`src/rtl/alu_op_sequencer.sv`:
```
// Buffers ALU commands in a FIFO and issues them one at a time, capturing each result.
// Optional wait timeout with error result: define ALU_SEQ_TIMEOUT_EN.
module alu_op_sequencer #(
  parameter int WIDTH   = 16,
  parameter int DEPTH   = 4,
  parameter int TIMEOUT = 8
) (
  input  logic                 clk,
  input  logic                 rst,
  input  logic                 cmd_valid,
  output logic                 cmd_ready,
  input  logic [WIDTH-1:0]     cmd_a,
  input  logic [WIDTH-1:0]     cmd_b,
  input  logic [3:0]           cmd_fun,
  output logic [WIDTH-1:0]     alu_a,
  output logic [WIDTH-1:0]     alu_b,
  output logic [3:0]           alu_fun,
  input  logic [2*WIDTH:0]     arith_out,
  input  logic [WIDTH-1:0]     logic_out,
  input  logic [WIDTH-1:0]     cmp_out,
  input  logic [WIDTH-1:0]     shift_out,
  input  logic                 arith_flag,
  input  logic                 logic_flag,
  input  logic                 cmp_flag,
  input  logic                 shift_flag,
  output logic                 res_valid,
  input  logic                 res_ready,
  output logic [2*WIDTH:0]     res_data,
  output logic [3:0]           res_fun,
  output logic                 res_err
);

  localparam int RW = 2*WIDTH+1;
  localparam int CW = $clog2(TIMEOUT+1);
  localparam int AW = $clog2(DEPTH);
  localparam int EW = 2*WIDTH+4;

  typedef enum logic [1:0] {S_IDLE, S_WAIT, S_HOLD} state_t;

  logic [EW-1:0] r_mem [DEPTH];
  logic [AW-1:0] r_wptr;
  logic [AW-1:0] r_rptr;
  logic [AW:0]   r_count;

  state_t          r_state;
  logic [CW-1:0]   r_cnt;
  logic [WIDTH-1:0] r_alu_a;
  logic [WIDTH-1:0] r_alu_b;
  logic [3:0]      r_alu_fun;
  logic            r_res_valid;
  logic [RW-1:0]   r_res_data;
  logic [3:0]      r_res_fun;

  logic          w_full;
  logic          w_empty;
  logic          w_push;
  logic          w_pop;
  logic [EW-1:0] w_head;
  logic          w_flag;
  logic [RW-1:0] w_out;

  assign w_full  = (r_count == (AW+1)'(DEPTH));
  assign w_empty = (r_count == '0);
  assign cmd_ready = !rst && !w_full;
  assign w_push  = cmd_valid && cmd_ready;
  // Pop only from registered occupancy, so a fresh push waits a cycle.
  assign w_pop   = !w_empty &&
                   ((r_state == S_IDLE) ||
                    (r_state == S_HOLD && res_ready));
  assign w_head  = r_mem[r_rptr];

  always_ff @(posedge clk) begin
    if (w_push) r_mem[r_wptr] <= {cmd_a, cmd_b, cmd_fun};
  end

  always_ff @(posedge clk or posedge rst) begin
    if (rst) begin
      r_wptr  <= '0;
      r_rptr  <= '0;
      r_count <= '0;
    end else begin
      if (w_push) r_wptr <= r_wptr + 1'b1;
      if (w_pop)  r_rptr <= r_rptr + 1'b1;
      unique case ({w_push, w_pop})
        2'b10:   r_count <= r_count + 1'b1;
        2'b01:   r_count <= r_count - 1'b1;
        default: r_count <= r_count;
      endcase
    end
  end

  always_comb begin
    w_flag = 1'b0;
    w_out  = '0;
    unique case (r_alu_fun[3:2])
      2'b00: begin w_flag = arith_flag; w_out = arith_out; end
      2'b01: begin w_flag = logic_flag; w_out = {{(WIDTH+1){1'b0}}, logic_out}; end
      2'b10: begin w_flag = cmp_flag;   w_out = {{(WIDTH+1){1'b0}}, cmp_out}; end
      default: begin w_flag = shift_flag; w_out = {{(WIDTH+1){1'b0}}, shift_out}; end
    endcase
  end

`ifdef ALU_SEQ_TIMEOUT_EN
  logic r_res_err;
  assign res_err = r_res_err;
`else
  assign res_err = 1'b0;
`endif

  always_ff @(posedge clk or posedge rst) begin
    if (rst) begin
      r_state     <= S_IDLE;
      r_cnt       <= '0;
      r_alu_a     <= '0;
      r_alu_b     <= '0;
      r_alu_fun   <= '0;
      r_res_valid <= 1'b0;
      r_res_data  <= '0;
      r_res_fun   <= '0;
`ifdef ALU_SEQ_TIMEOUT_EN
      r_res_err   <= 1'b0;
`endif
    end else begin
      unique case (r_state)
        S_IDLE: begin
          if (w_pop) begin
            {r_alu_a, r_alu_b, r_alu_fun} <= w_head;
            r_cnt   <= '0;
            r_state <= S_WAIT;
          end
        end
        S_WAIT: begin
          // A flag seen at count 0 belongs to the previous command.
          if (r_cnt != '0 && w_flag) begin
            r_res_data  <= w_out;
            r_res_fun   <= r_alu_fun;
            r_res_valid <= 1'b1;
`ifdef ALU_SEQ_TIMEOUT_EN
            r_res_err   <= 1'b0;
`endif
            r_state     <= S_HOLD;
`ifdef ALU_SEQ_TIMEOUT_EN
          end else if (r_cnt == CW'(TIMEOUT-1)) begin
            r_res_data  <= '0;
            r_res_fun   <= r_alu_fun;
            r_res_valid <= 1'b1;
            r_res_err   <= 1'b1;
            r_state     <= S_HOLD;
`endif
          end else if (r_cnt != '1) begin
            r_cnt <= r_cnt + 1'b1;
          end
        end
        S_HOLD: begin
          if (res_ready) begin
            r_res_valid <= 1'b0;
            if (w_pop) begin
              {r_alu_a, r_alu_b, r_alu_fun} <= w_head;
              r_cnt   <= '0;
              r_state <= S_WAIT;
            end else begin
              r_state <= S_IDLE;
            end
          end
        end
        default: r_state <= S_IDLE;
      endcase
    end
  end

  assign alu_a     = r_alu_a;
  assign alu_b     = r_alu_b;
  assign alu_fun   = r_alu_fun;
  assign res_valid = r_res_valid;
  assign res_data  = r_res_data;
  assign res_fun   = r_res_fun;

endmodule

```
`config.mk`:
```
export PLATFORM = sky130hd
export DESIGN_NAME = alu_op_sequencer
export DESIGN_NICKNAME = d
export VERILOG_FILES = /design/src/rtl/alu_op_sequencer.sv
export SDC_FILE = /design/constraint.sdc
export NUM_CORES = 1
export LEC_CHECK = 0
export BUFFER_PORTS_ARGS = -buffer_cell sky130_fd_sc_hd__buf_4
export CAP_MARGIN = 20
export CORE_AREA = 2 2 179 181
export DETAILED_ROUTE_END_ITERATION = 10
export DIE_AREA = 0 0 181 183
export PLACE_DENSITY = 0.54
export SLEW_MARGIN = 25
export SYNTH_ARGS = -nofsm -noshare
export SYNTH_HDL_FRONTEND = slang
export SYNTH_SLANG_ARGS = --single-unit
export TNS_END_PERCENT = 5
```
`constraint.sdc`:
```
create_clock -name clk -period 2.7 [get_ports clk]
set_input_delay 0.54 -clock clk [delete_from_list [all_inputs] [get_ports clk]]
set_output_delay 0.54 -clock clk [all_outputs]
set_load 0.1 [all_outputs]
```
Word level (Yosys, flattened, before mapping):

Memories as Yosys holds them, arrays and structs flattened.
Cells that the tools add are included.

* bits of input ports: 125
* flip-flop bits (word level): 87
* memories kept: 1
* RAM bits: 144

* multiplexer cells: 27
* reductions and logical operators: 22
* equal/unequal tests: 13
* add/subtract/negate cells: 5

Memories
* r_mem: depth 4, width 36, read ports 1, clocked after Yosys merged registers in 0, write ports 1, line 40 `logic [EW-1:0] r_mem [DEPTH];`

Operators with widths (number)
* $pmux 33 s3: 1
* $mux 16: 4
* $pmux 16 s2: 2
* $mux 4: 6
* $pmux 4 s3: 1
* $ne 2x2->1 const B: 5
* $pmux 4 s2: 1
* $eq 2x1->1 const B: 3
* $eq 2x2->1 const B: 3
* $mux 2: 3
* $pmux 2 s3: 1
* $pmux 3 s2: 1
* $reduce_and 3->1: 2
* $reduce_bool 2->1: 3
* $logic_and 1x1->1: 5
* $mux 1: 5
* $add 2x1->2 const B: 2
* $add 4x1->4 const B: 1
* $logic_not 2->1: 2
* $ne 4x4->1 const B: 1
* $reduce_and 2->1: 2
* $reduce_and 4->1: 1
* $reduce_bool 4->1: 1
* $add 3x1->3 const B: 1
* other kinds (8): 10

Logic depth before layout (Yosys ltp):

Gate-level depths: netlist (run 1).

* word-level depth: 7
* depth in mapped cells: 10
* gate-level depth less buffers: 9

Worst setup path after synthesis (run 1):

No wires, ideal clock.

* path type: input -> register
* start point: in rst
* end point: mem r_mem[0][0] (netlist bit) (enable)
* slack: -941 ps
* cell stages on the path: 2
* path buffers: 0
* setup time: 397 ps
* data arrival time: 3244 ps
* path through: a21oi_1 > and3_1

* word-level cells in the longest chain between the ends: 5

RTL lines
* start, declared: line 9 `input logic rst,`
* $logic_not 1->1 (no line)
* $logic_and 1x1->1: line 64 `assign cmd_ready = !rst && !w_full;`
* $logic_and 1x1->1: line 65 `assign w_push = cmd_valid && cmd_ready;`
* $mux 1: line 73 `if (w_push) r_mem[r_wptr] <= {cmd_a, cmd_b, cmd_fun};`
* $mux 1 (not written as such): line 73
* end, declared: line 40

Every way passes these cells.

Final worst setup path (run 1):

* start point: reg r_alu_fun[2] (netlist: alu_fun[2])
* end point: out alu_fun[2]

RTL lines
* start, declared: line 49 `logic [3:0] r_alu_fun;`
* start signal, assigned: line 127 `{r_alu_a, r_alu_b, r_alu_fun} <= w_head;`
* start signal, assigned: line 158 `{r_alu_a, r_alu_b, r_alu_fun} <= w_head;`
* end, declared: line 17 `output logic [3:0] alu_fun,`

No word-level cell between the ends.

==> results.ini, run 1 <==
[layout]
stdcell_count = 1201
fin_nets = 913
final_util_pct = 39.0
drive_gt1_share_pct = 41.8
antenna_cells = 0
area_growth_syn_to_layout_pct = 32.6
fillers = 2970

[logic_synthesis]
avgSynthCellArea_sq_um = 16.2
synth_top_area_cell = edfxtp_1
yosys-top-cells-area = edfxtp_1, dfrtp_1, mux4_2
ys_ff_latch = 231
synth_edf_count = 144
synthCells = 567
ys_types = 37
ys_async_sr_fraction_pct = 37.7
yosysSeqAreaShare_pct = 70.7
yosys_warnings = 0
synth_flop_cell = edfxtp_1
netlist_area_sq_mm = 0.00920
synth_top_cell_area_share_pct = 47.0
synth_fp_nets = 700

[timing]
finalHoldViolations = 0
setup_tns_ns = 0
fin_crit_sh_pct = 81.1
slew_viol_final = 0
min_period_ns = 2.19
fmax_mhz = 457
slew_headroom_pct = 56.8
whs_ns = 0.115
rsz0062_at_grt = false
skew_ns = 0.0229
tightest_slew_ns = 0.648
finalSetupViolCount = 0

[outcome]
outcome = complete, no violations

[clock_tree]
clk_latency_ns = 0.54
cts_resized = 0
postCtsHoldBufs = 0
cts-htree-levels = 1
clockBufferDepth = 3
cts_tree = done
cts_root_buffer = clkbuf_16
cts_sinks = 231
numCtsBuffers = 26
post_cts_buffers = 0
cts.clk_slew.worst_paths_ns = 0.06

[worst_setup_path]
cp-start-kind = register
cp-end-kind = output pin
arrival_ns = 1.65
worstSetupPathType = reg2out
required_ns = 2.16
cp_max_fo = 20

[routing]
drc = 0
drt_iter0_drc = 238
via_count = 5444
routed_wl_um = 21600
viasPerCell = 4.53
antenna_left = 0
firstDrtPassIters = 4
detail_route.wl_per_cell_um = 18.0

[global_routing]
grt_max_degree = 43
grt_pass1_vias = 5744
grtUsageMet1_pct = 16.2
grt_usage_pct = 13.0
met3_usage_pct = 3.28
grt-busiest-layer = met2
overflow = 0
gr-usage-met2_pct = 22.9
grt_pass1_wl_um = 33600
antenna_found_initial = 0

[floorplanning]
core_region_area_sq_mm = 0.0312
die-area_sq_mm = 0.0331
die_y_um = 183
boundaryPins = 201
rows = 65
die_x_um = 181
initial_utilization_pct = 29.5

[worst_hold_path]
min_path_type = in2async

[place]
io_buffers = 199
dp_hpwl_um = 13800
placed_cells = 1154
gp_congestion = 0.725

[run]
max_cap_violations = 0

flip-flops by register name, summed over array words and instances (netlist names), 3 cells and up:
signal and flops:
alu_a 16, alu_b 16, alu_fun 4, r_cnt 4
r_count 3, r_mem 144, res_data 33, res_fun 4
metal layers:
layer,up-vias,routed length (um)
met5,-,0
met4,0,448
met3,30,1560
met2,192,10700
met1,2711,8910
li1,2511,-
area by class of cell:
type | count | area (sq um) | share of cell area (%)
clock buffer | 33 | 737 | 6.04
clock inverter | 14 | 199 | 1.63
multi-input combinational | 299 | 2520 | 20.7
tap | 402 | 503 | 4.12
sequential | 231 | 6500 | 53.3
timing repair buffer | 214 | 1690 | 13.9
inverter | 8 | 32.5 | 0.267
stage by stage:
step	setup slack [ns]	instance area, sq um
floorplan	-0.204	9200
global placement	0.461	11300
detailed placement	0.440	11300
CTS	0.449	12200
global route	0.371	12200
finish	0.510	12200
Yosys cell counts (all sizes together) (3+ instances only):
cell type	count
ha	7
o311ai	3
nor2	5
edfxtp	144
mux4	53
dfrtp	87
nand3	24
mux2	18
buf	19
xnor2	5
clkbuf	10
inv	8
nand2	159
and3	5
path summary, 6_finish.rpt:
| check | startpoint | endpoint | slack [ns] | cells past startpoint |
|---|---|---|---|---|
| setup / recovery | alu_fun[2] | alu_fun[2] | 0.51 | 2 |
| hold / removal | rst | alu_a[15] | 0.11 | 2 |
| setup reg to reg | r_count[0] | r_count[2] | 0.56 | 9 |
| hold reg to reg | res_data[21] | res_data[21] | 0.47 | 2 |
| max in group asynchronous | rst | res_data[8] | 1.82 | 3 |
| min in group clk | cmd_a[15] | r_mem[3][35] | 0.19 | 1 |
logic make-up (layout without fill, tap and decap cells):
family | count (synthesis) | in the layout | share of synthesized area, %
adders and majority gates | 8 | 8 | 1.17
muxes | 71 | 71 | 15.5
DFF | 231 | 231 | 70.7
AOI/OAI and AO/OA | 12 | 12 | 1.10
xor gates and xnor gates | 6 | 6 | 0.571
other | 1 | 1 | 0.0408
buffers and inverters | 37 | 269 | 1.99
and+or+nand+nor | 201 | 201 | 8.95
layout by cell type, fill, tap and decap left out, types with 2 or more instances in the layout:
master / instances
dfrtp_2: 2
clkbuf_16: 26
clkinv_1: 2
and3_2: 4
clkbuf_8: 6
o2111ai_1: 2
buf_4: 207
mux4_2: 53
clkinv_2: 5
mux2_2: 2
mux2_4: 8
o211ai_1: 2
xnor2_1: 5
nor2b_1: 2
dfrtp_1: 85
ha_1: 7
o311ai_0: 2
buf_12: 7
nand2_1: 159
nand3_1: 24
mux2_1: 8
nand2b_1: 2
bufinv_16: 4
inv_1: 6
nor2_1: 5
edfxtp_1: 144
worst max-delay path, cell delays in order, from the launching register on:
cell     delay (ns)
dfrtp_1        0.40
buf_4          0.36
buf_4          0.36
Power of run 1 is left out: the tool's default activity adds up to more than one toggle a clock period on the data nets, which glitch-free logic cannot reach.
==> run 2: changes to the inputs <==
--- a/config.mk
+++ b/config.mk
@@ -5,11 +5,12 @@
 export SDC_FILE = /design/constraint.sdc
 export NUM_CORES = 1
 export LEC_CHECK = 0
+export ABC_AREA = 1
 export BUFFER_PORTS_ARGS = -buffer_cell sky130_fd_sc_hd__buf_4
 export CAP_MARGIN = 20
-export CORE_AREA = 2 2 179 181
+export CORE_AREA = 2 2 180 182
 export DETAILED_ROUTE_END_ITERATION = 10
-export DIE_AREA = 0 0 181 183
+export DIE_AREA = 0 0 182 184
 export PLACE_DENSITY = 0.54
 export SLEW_MARGIN = 25
 export SYNTH_ARGS = -nofsm -noshare
==> constraint.sdc (replaced) <==
create_clock -name clk -period 1.9 [get_ports clk]
set_input_delay 0.38 -clock clk [delete_from_list [all_inputs] [get_ports clk]]
set_output_delay 0.38 -clock clk [all_outputs]
set_load 0.1 [all_outputs]
==> run 2 against run 1 <==
Against the previous run: synthesized cell count grew 54%; first-iteration DRC count grew 54%; global-route usage grew 1.5 points; sequential cell count is the same; critical endpoint is now cmd_ready; highest routed layer is now met5.
==> results.ini, run 2 <==
[outcome]
outcome = complete, no violations  ; unchanged

[layout]
drive_gt1_share_pct = 27.0  ; was 41.8%
largest-register = r_mem  ; unchanged
fin_nets = 1220  ; was 913
layout_commonest_cell = buf_4  ; unchanged
area_growth_syn_to_layout_pct = 34.3  ; was 32.6%
final_cell_mix = buf_4, nand2_1, edfxtp_1  ; unchanged
final_cell_area_sq_mm = 0.0126  ; was 0.0122 sq mm
largest_register_ffs = 144  ; unchanged

[clock_tree]
cts-htree-levels = 1  ; unchanged
cts_sinks = 231  ; unchanged
cts_root_buffer = clkbuf_16  ; unchanged
cts.clk_slew.worst_paths_ns = 0.06  ; about the same
numCtsBuffers = 27  ; was 26
clk_latency_ns = 0.54  ; about the same
clockBufferDepth = 3  ; unchanged
cts_tree = done  ; unchanged

[routing]
drc = 0  ; unchanged
antenna_left = 0  ; unchanged
viasPerCell = 4.57  ; was 4.53
firstDrtPassIters = 4  ; unchanged
via_count = 6903  ; was 5,444
routed_wl_um = 24500  ; was 21,600 um
drt_iter0_drc = 367  ; was 238
detail_route.wl_per_cell_um = 16.2  ; was 18.0 um

[timing]
slew_headroom_pct = 63.6  ; was 56.8%
setup_tns_ns = 0  ; unchanged
rsz0062_at_grt = true  ; was false
fin_crit_sh_pct = 97.4
min_period_ns = 1.85
finalHoldViolations = 0  ; unchanged
tightest_slew_ns = 0.546  ; was 0.648 ns
slew_viol_final = 0  ; unchanged
whs_ns = 0.0409  ; was 0.115 ns
finalSetupViolCount = 0  ; unchanged
fmax_mhz = 540
skew_ns = 0.0180  ; was 0.0229 ns

[logic_synthesis]
synth.most_common_cell = nand2_1  ; unchanged
yosysSeqAreaShare_pct = 69.5  ; was 70.7%
avgSynthCellArea_sq_um = 10.7  ; was 16.2 sq um
synth_flop_cell = edfxtp_1  ; unchanged
netlist_area_sq_mm = 0.00935  ; was 0.00920 sq mm
synthCells = 871  ; was 567
synthTopCellsByCount = nand2_1, edfxtp_1, o21ai_0  ; was nand2_1, edfxtp_1, dfrtp_1
synth_top_area_cell = edfxtp_1  ; unchanged
yosys-top-cells-area = edfxtp_1, dfrtp_1, nand2_1  ; was edfxtp_1, dfrtp_1, mux4_2
ys_async_sr_fraction_pct = 37.7  ; unchanged
ys_types = 28  ; was 37
ys_ff_latch = 231  ; unchanged
synth_fp_nets = 1004  ; was 700
synth_edf_count = 144  ; unchanged
yosys_warnings = 0  ; unchanged
synth_top_cell_area_share_pct = 46.3  ; was 47.0%

[place]
gp_congestion = 0.771  ; was 0.725
io_buffers = 199  ; unchanged
dp_hpwl_um = 15800  ; was 13,800 um
placed_area_sq_mm = 0.0116  ; was 0.0113 sq mm

[pwr]
p_sw_w = 0.0118
pwr-share-comb_pct = 49.0
p_leak_nw = 5.27
p_int_w = 0.0128
power_frac_clock_pct = 21.7
p_sw_share_pct = 47.9
p_total_w = 0.0246
ir_drop_mv = 1.14
seq_power_share_pct = 29.3
p_per_area_mw_per_mm2 = 1960

[floorplanning]
die_y_um = 184  ; was 183 um
die-area_sq_mm = 0.0335  ; was 0.0331 sq mm
boundaryPins = 201  ; unchanged
initial_utilization_pct = 29.8  ; was 29.5%
core_region_area_sq_mm = 0.0314  ; was 0.0312 sq mm
rows = 65  ; unchanged
die_x_um = 182  ; was 181 um

[global_routing]
overflow = 0  ; unchanged
grt_max_degree = 65  ; was 43
grt_pass1_vias = 6780  ; was 5,744
grt_usage_pct = 14.6  ; was 13.0%
grt_pass1_wl_um = 38200  ; was 33,600 um
antenna_found_initial = 3  ; was 0

[worst_setup_path]
crit_chain = inv_2 > a31oi_4 > buf_6 > buf_12  ; was buf_4 > buf_4
worstSetupPathType = reg2out  ; unchanged
crit_family = flip-flops  ; was buffers and inverters
cp-end-kind = output pin  ; unchanged
max_stage_delay_ns = 0.36  ; was 0.40 ns
path_buf_inv = 3  ; was 2
required_ns = 1.52  ; was 2.16 ns
cp_max_fo = 2  ; was 20
arrival_ns = 1.47  ; was 1.65 ns
cp-start-kind = register  ; unchanged
crit_slowest_cell = dfrtp_1  ; unchanged

[run]
max_cap_violations = 0  ; unchanged

[worst_hold_path]
min_path_type = in2reg  ; was in2async

run 2: cell types whose count changed after synthesis, sizes merged, moves of 10 or more:
cell | before | now
nand2 | 159 | 210
inv | 8 | 25
o21ai | 1 | 184
clkbuf | 10 | 20
mux2 | 18 | 0
mux4 | 53 | 0
nor2 | 5 | 125
run 2: final cells by class:
cell class | count | area (sq um)
diodes | 1 | 2.50
inverters | 25 | 97.6
clock inverters | 10 | 139
clock buffers | 40 | 796
repair buffers | 234 | 1910
flip-flops and latches | 231 | 6500
well taps | 402 | 503
multi-input cells | 568 | 2600
fillers | 3061 | 18800
run 2: per-stage QoR:
stage / setup slack [ns] / cells / utilization (%)
global placement: 0.00856 / 1458 / 36.9
floorplan: -0.594 / 871 / -
finish: 0.0498 / 1511 / 40.0
CTS: -0.000821 / 1510 / 40.0
global route: -0.0476 / 1511 / 40.0
detailed placement: 0.00359 / 1458 / 36.9
run 2: logic make-up (layout without fill, tap and decap cells):
family	count (synthesis)	count (layout)	synth area share, %
compound gates	188	188	10.1
other cells	1	2	0.0401
flops	231	231	69.5
xor+xnor	4	4	0.375
buf+inv	72	309	3.35
simple gates	367	367	15.4
fa+ha+maj	8	8	1.15
run 2: final timing paths:
| path | from | endpoint | slack [ns] | depth (start not counted) |
|---|---|---|---|---|
| min in group asynchronous | rst | r_state[1] | 0.47 | 3 |
| max | r_count[0] | cmd_ready | 0.05 | 4 |
| min reg2reg | alu_b[8] | alu_b[8] | 0.48 | 2 |
| max in group asynchronous | rst | alu_b[10] | 0.86 | 4 |
| max reg2reg | r_count[0] | r_count[2] | 0.14 | 8 |
| min | cmd_b[2] | r_mem[1][6] | 0.04 | 1 |
run 2: power groups by stage:
| stage | sequential [W] | combinational, W | clock, W |
|---|---|---|---|
| finish | 0.00720 | 0.0120 | 0.00534 |
| floorplan | 0.0119 | 0.00416 | 0 |
| detailed placement | 0.00730 | 0.0121 | 0 |
| global route | 0.00733 | 0.0131 | 0.00574 |
| global placement | 0.00728 | 0.0120 | 0 |
| CTS | 0.00722 | 0.0122 | 0.00552 |
run 2: timing repair:
item	4_1_cts	5_1_grt
setup endpoints to repair	1	2
resized for setup	5	3
hold buffers	1	0
hold endpoints to repair	12	0
pin swaps	1	1
buffers inserted	1	0
run 2: routing by layer:
metal | GRT usage, % | routed length (um)
met2 | 25.2 | 11700
met4 | 3.71 | 418
met1 | 17.8 | 10400
met3 | 4.26 | 2000
met5 | 0 | 33
Power figures use the tool's default switching activity.
